--- src/rtl/wb_arbiter_pkg.sv ---
// Shared types and defaults for the write-back port arbiter.
package wb_arbiter_pkg;

   // Arbiter ownership states; encodings match the legacy IDLE/OWN0/OWN1 defines.
   typedef enum logic [1:0] {
      ST_IDLE = 2'd0,
      ST_OWN0 = 2'd1,
      ST_OWN1 = 2'd2
   } arb_state_e;

   localparam int unsigned WB_DATA_W            = 16;
   localparam int unsigned WB_ADDR_W            = 3;
   localparam int unsigned WB_MAX_BURST_DEFAULT = 4;

endpackage

--- src/rtl/mux_2x1_16bit.sv ---
// 16-bit 2:1 multiplexer (S = 0 selects I0).
module mux_2x1_16bit (
   input  logic [15:0] I0,
   input  logic [15:0] I1,
   input  logic        S,
   output logic [15:0] O
);

   assign O = S ? I1 : I0;

endmodule

--- src/rtl/mux_2x1_1bit.sv ---
// Single-bit 2:1 multiplexer (S = 0 selects I0).
module mux_2x1_1bit (
   input  logic I0,
   input  logic I1,
   input  logic S,
   output logic O
);

   assign O = S ? I1 : I0;

endmodule

--- src/rtl/wb_arbiter.sv ---
// Round-robin arbiter sharing the register-file write-back port between the
// ALU (requester 0) and memory load data (requester 1), with bounded bursts.
// Only DATA_W = 16 is supported (fixed-width data mux).
module wb_arbiter
   import wb_arbiter_pkg::*;
#(
   parameter int unsigned DATA_W    = WB_DATA_W,
   parameter int unsigned ADDR_W    = WB_ADDR_W,
   parameter int unsigned MAX_BURST = WB_MAX_BURST_DEFAULT
) (
   input  logic              clk,
   input  logic              rst,
   input  logic              stall,
   input  logic              req0_valid,
   input  logic [DATA_W-1:0] req0_data,
   input  logic [ADDR_W-1:0] req0_addr,
   output logic              req0_ready,
   input  logic              req1_valid,
   input  logic [DATA_W-1:0] req1_data,
   input  logic [ADDR_W-1:0] req1_addr,
   output logic              req1_ready,
   output logic              wb_en,
   output logic [DATA_W-1:0] wb_data,
   output logic [ADDR_W-1:0] wb_addr,
   output logic              wb_src
);

   localparam int unsigned     CNT_W      = $clog2(MAX_BURST + 1);
   localparam logic [CNT_W:0]  BURST_LAST = (CNT_W + 1)'(MAX_BURST);

   arb_state_e        state_q, state_d;
   logic              pri_q, pri_d;
   logic [CNT_W-1:0]  cnt_q, cnt_d;
   logic              wb_en_q, wb_en_d;
   logic [DATA_W-1:0] wb_data_q, wb_data_d;
   logic [ADDR_W-1:0] wb_addr_q, wb_addr_d;
   logic              wb_src_q, wb_src_d;

   logic              own0, own1;
   logic              xfer0, xfer1, xfer;
   logic              owner_valid, other_valid;
   logic              last_beat;
   logic [CNT_W:0]    cnt_inc;
   logic [DATA_W-1:0] data_sel;
   logic [ADDR_W-1:0] addr_sel;

   // Ready depends only on registered state plus stall/rst: no valid->ready path.
   always_comb begin
      own0        = (state_q == ST_OWN0);
      own1        = (state_q == ST_OWN1);
      req0_ready  = own0 && !stall && !rst;
      req1_ready  = own1 && !stall && !rst;
      xfer0       = req0_valid && req0_ready;
      xfer1       = req1_valid && req1_ready;
      xfer        = xfer0 || xfer1;
      owner_valid = own1 ? req1_valid : req0_valid;
      other_valid = own1 ? req0_valid : req1_valid;
      cnt_inc     = {1'b0, cnt_q} + {{CNT_W{1'b0}}, 1'b1};
      last_beat   = (cnt_inc == BURST_LAST);
   end

   // Data select follows the current owner; only used when a beat transfers.
   mux_2x1_16bit u_data_mux (
      .I0 (req0_data),
      .I1 (req1_data),
      .S  (own1),
      .O  (data_sel)
   );

   for (genvar i = 0; i < ADDR_W; i++) begin : g_addr_mux
      mux_2x1_1bit u_addr_mux (
         .I0 (req0_addr[i]),
         .I1 (req1_addr[i]),
         .S  (own1),
         .O  (addr_sel[i])
      );
   end

   // Next ownership, burst count and tie priority; everything holds while stalled.
   always_comb begin
      state_d = state_q;
      cnt_d   = cnt_q;
      pri_d   = pri_q;
      if (!stall) begin
         unique case (state_q)
            ST_IDLE: begin
               if (req0_valid && req1_valid) begin
                  state_d = pri_q ? ST_OWN1 : ST_OWN0;
               end else if (req0_valid) begin
                  state_d = ST_OWN0;
               end else if (req1_valid) begin
                  state_d = ST_OWN1;
               end
            end
            ST_OWN0, ST_OWN1: begin
               // Both owner states share one branch: "other" is the non-owning side.
               if (owner_valid) begin
                  if (last_beat) begin
                     cnt_d = '0;
                     if (other_valid) begin
                        state_d = own1 ? ST_OWN0 : ST_OWN1;
                        pri_d   = own0;
                     end
                  end else begin
                     cnt_d = cnt_inc[CNT_W-1:0];
                  end
               end else begin
                  cnt_d   = '0;
                  pri_d   = own0;
                  state_d = other_valid ? (own1 ? ST_OWN0 : ST_OWN1) : ST_IDLE;
               end
            end
            default: begin
               state_d = ST_IDLE;
               cnt_d   = '0;
            end
         endcase
      end
   end

   // Write-back beat capture: strobe for one cycle per transfer, hold data otherwise.
   always_comb begin
      wb_en_d   = xfer;
      wb_data_d = wb_data_q;
      wb_addr_d = wb_addr_q;
      wb_src_d  = wb_src_q;
      if (xfer) begin
         wb_data_d = data_sel;
         wb_addr_d = addr_sel;
         wb_src_d  = xfer1;
      end
   end

   // State and write-back registers with synchronous reset.
   always_ff @(posedge clk) begin
      if (rst) begin
         state_q   <= ST_IDLE;
         cnt_q     <= '0;
         pri_q     <= 1'b0;
         wb_en_q   <= 1'b0;
         wb_data_q <= '0;
         wb_addr_q <= '0;
         wb_src_q  <= 1'b0;
      end else begin
         state_q   <= state_d;
         cnt_q     <= cnt_d;
         pri_q     <= pri_d;
         wb_en_q   <= wb_en_d;
         wb_data_q <= wb_data_d;
         wb_addr_q <= wb_addr_d;
         wb_src_q  <= wb_src_d;
      end
   end

   assign wb_en   = wb_en_q;
   assign wb_data = wb_data_q;
   assign wb_addr = wb_addr_q;
   assign wb_src  = wb_src_q;

endmodule

--- config.mk ---
export PLATFORM = sky130hd
export DESIGN_NAME = wb_arbiter
export DESIGN_NICKNAME = d
export VERILOG_FILES = /design/src/rtl/wb_arbiter_pkg.sv /design/src/rtl/mux_2x1_16bit.sv /design/src/rtl/mux_2x1_1bit.sv /design/src/rtl/wb_arbiter.sv
export SDC_FILE = /design/constraint.sdc
export NUM_CORES = 1
export LEC_CHECK = 0
export ABC_AREA = 0
export ABC_CLOCK_PERIOD_IN_PS = 3800
export CORE_ASPECT_RATIO = 0.6
export CORE_MARGIN = 3
export CORE_UTILIZATION = 44
export DETAILED_ROUTE_END_ITERATION = 7
export GPL_ROUTABILITY_DRIVEN = 1
export GPL_TIMING_DRIVEN = 0
export PLACE_DENSITY = 0.86
export SYNTH_ARGS = -nofsm -noshare
export SYNTH_HDL_FRONTEND = slang
export SYNTH_SLANG_ARGS = --single-unit
--- constraint.sdc ---
create_clock -name clk -period 3.8 [get_ports clk]
set_input_delay 0.76 -clock clk [delete_from_list [all_inputs] [get_ports clk]]
set_output_delay 0.76 -clock clk [all_outputs]
set_load 0.02 [all_outputs]
==> results_dict.tcl <==
set metrics [dict create \
    arrival_ps 2380 \
    clk_latency_ps 270 \
    end_kind "output pin" \
    hold_path_depth 2 \
    rows 15 \
    antenna_found_initial 0 \
    clock-root-buffer "clkbuf_8" \
    cts_max_level 1 \
    slowest_stage "clkdlybuf4s50_1" \
    area_growth_pct 49.78 \
    ff2ff_setup_slack_ps 1950 \
    yosys.cell_count.top_type "dfxtp_1" \
    outcome "complete, no violations" \
    setup_viol 0 \
    r2r_end "state_q[0]" \
    synth_top_cell_by_area "dfxtp_1" \
    relSlewSlack_pct 69.75 \
    synth_edf_count 0 \
    synthArstFlopShare_pct 0 \
    ff_latch_area_um2 540.5 \
    syn_inst 161 \
    ant_nets 0 \
    cts_buffers 3 \
    power_mw 0.6947 \
    remaining_drc_errors 0 \
    nets 277 \
    overflow 0 \
    ys_types 28 \
    multiInputGateArea_um2 823.3 \
    cts_buffer_depth 2 \
    die_h_um 50.36 \
    ios 66 \
    wl_per_cell_um 14.48 \
    ir_worst_vdd_uv 186.5 \
    swShare_pct 29.61 \
    clock-sinks 27 \
    r2r_cells 7 \
    crit_start "rst" \
    worst_pin_slew_ps 453.7 \
    port_buffers 62 \
    p_int_mw 0.4890 \
    synthesis.nets 210 \
    drt-initial-drc-count 63 \
    p_seq_share_pct 44.2 \
    cts.repair.resized 0 \
    finalMaxSlewViolations 0 \
    p_switching_mw 0.2057 \
    design.die.area_um2 4024 \
    whs_ps 501.8 \
    critical_path.top_delay_family "buffers and inverters" \
    hold_start "wb_data[13]" \
    critPathMaxFanout 10 \
    timing.fmax_mhz 318.1 \
    period_minus_slack_ps 3143 \
    crit_required_ps 3040 \
    drtPass1Iterations 4 \
    min_period_over_period_pct 82.72 \
    critPathLaunchType "input port" \
    cp_slowest_stage_delay_ps 640 \
    fin_tns_setup_ps 0 \
    die_w_um 79.92 \
    fillers 221 \
    critPathMostFrequentCell "clkdlybuf4s50_1" \
    drt_wl_total_mm 3.894 \
    crit_path_cell_trace "clkdlybuf4s50_1, clkbuf_1, nor3b_1, clkdlybuf4s50_1" \
    netlist.area_leader.share_pct 37.47 \
    rsz0062_at_grt "no" \
    ys_warn_count 0 \
    synthTopCellsByCount "27 x dfxtp_1, 26 x nor2_1, 23 x mux2i_1" \
    ys_seq_area_share_pct 37.47 \
    fin_skew_ps 2.937 \
    grt.total_usage_pct 19.72 \
    grt_pass1_vias 1367 \
    grt_max_degree 15 \
    mappedNetlistArea_um2 1443 \
    p_leak_nw 0.7627 \
    synth.ff_latch_count 27 \
    core_um2 3003 \
    antennaDiodeCount 0 \
    cts_tree "done" \
    comb_power_share_pct 32.6 \
    vias 1420 \
    clkSlewWorstSetupHoldPaths_ps 90 \
    gp_congestion 0.8947 \
    p_clk_share_pct 23.3 \
    dp.final_hpwl_mm 3.044 \
    r2r_start "state_q[0]" \
    syn-mean-instance-area_um2 8.960 \
    synth_flop_cell "dfxtp_1" \
    finalHoldViolCount 0 \
    hold_class "flop to flop" \
    path_class "input port to output pin" \
    grt_pass1_wl_mm 6.348 \
    post_cts_buffers 0 \
    viasPerCell 5.279 \
    hold_buffers 0 \
    cap_violations 0 \
    worst-path-buf-inv 3 \
    min_to "wb_data[13]" \
    synth.area.top_cells "dfxtp_1 37%, mux2i_1 16%, a211oi_1 9.9%" \
    start_util_pct 48.04 \
    power_density_nw_per_um2 321.5 \
    drive_gt1_share_pct 7.489 \
]
stage by stage:
stage	cell area (um2)	util (%)	std cells	worst slack, ps
global route	2161	71.96	269	583.0
CTS	2161	71.96	269	664.4
global placement	2116	70.46	265	625.5
floorplan	1443	-	161	1574
finish	2161	71.96	269	656.5
detailed placement	2116	70.46	265	675.1
state kept, by name, indices dropped and copies added, names as in the netlist:
name	cells
state_q	2
wb_en	1
pri_q	1
wb_addr	3
wb_data	16
wb_src	1
cnt_q	3
worst register-to-register path, stage by stage, from the launching register on:
cell      delay, ps
dfxtp_1         400
inv_1            80
ha_1            210
buf_6           140
mux2_4          300
a221oi_1        300
a41oi_1         130
mux2i_1         170
worst max-delay path by stage:
stage | to | slack [ps] | cells past startpoint
finish | req1_ready | 660 | 4
global route | req0_ready | 580 | 4
CTS | req1_ready | 660 | 4
detailed placement | req0_ready | 680 | 4
global placement | req1_ready | 630 | 4
floorplan | req0_ready | 1570 | 2
cell families after synthesis:
group,Yosys count,share of synthesized area (%)
and+or+nand+nor,48,15.26
AOI/OAI and AO/OA,39,18.82
DFF,27,37.47
muxes,25,17.78
buffers and inverters,16,5.464
adders and majority gates,6,5.204
layout by cell type (no fill, tap or decap), types with 2 or more instances in the layout:
master / count
nor2_1: 26
or4_1: 2
nor3b_1: 3
o21ai_0: 5
clkbuf_8: 3
nand2_1: 8
dfxtp_1: 27
buf_2: 9
inv_1: 2
nand2b_1: 7
mux2i_1: 23
clkbuf_1: 4
a31oi_1: 2
ha_1: 6
a21oi_1: 6
clkdlybuf4s50_1: 62
a211oi_1: 19
power by group through the flow:
| stage | logic, mW | registers [mW] | clock network [mW] |
|---|---|---|---|
| after floorplan | 0.123 | 0.325 | 0 |
| after CTS | 0.227 | 0.307 | 0.163 |
| final | 0.226 | 0.307 | 0.162 |
| after global placement | 0.217 | 0.312 | 0 |
| after detailed placement | 0.226 | 0.313 | 0 |
| after global routing | 0.246 | 0.309 | 0.174 |
per-layer routing:
layer / vias to the layer above / track usage [%] / share of wire (%)
li1: 707 / - / -
met1: 652 / 24.40 / 44
met2: 57 / 33.79 / 46
met3: 4 / 7.168 / 9.3
met4: 0 / 2.528 / 0.51
met5: - / 0 / 0
layout make-up:
class / instances / share of cell area (%)
buffer: 14 / 3.301
clock buffer: 4 / 2.085
inverter: 2 / 0.3474
multi-input combinational: 118 / 38.10
sequential: 27 / 25.01
tap: 42 / 2.432
timing repair buffer: 62 / 28.72
Note: power is estimated with default switching activity, not from simulation.
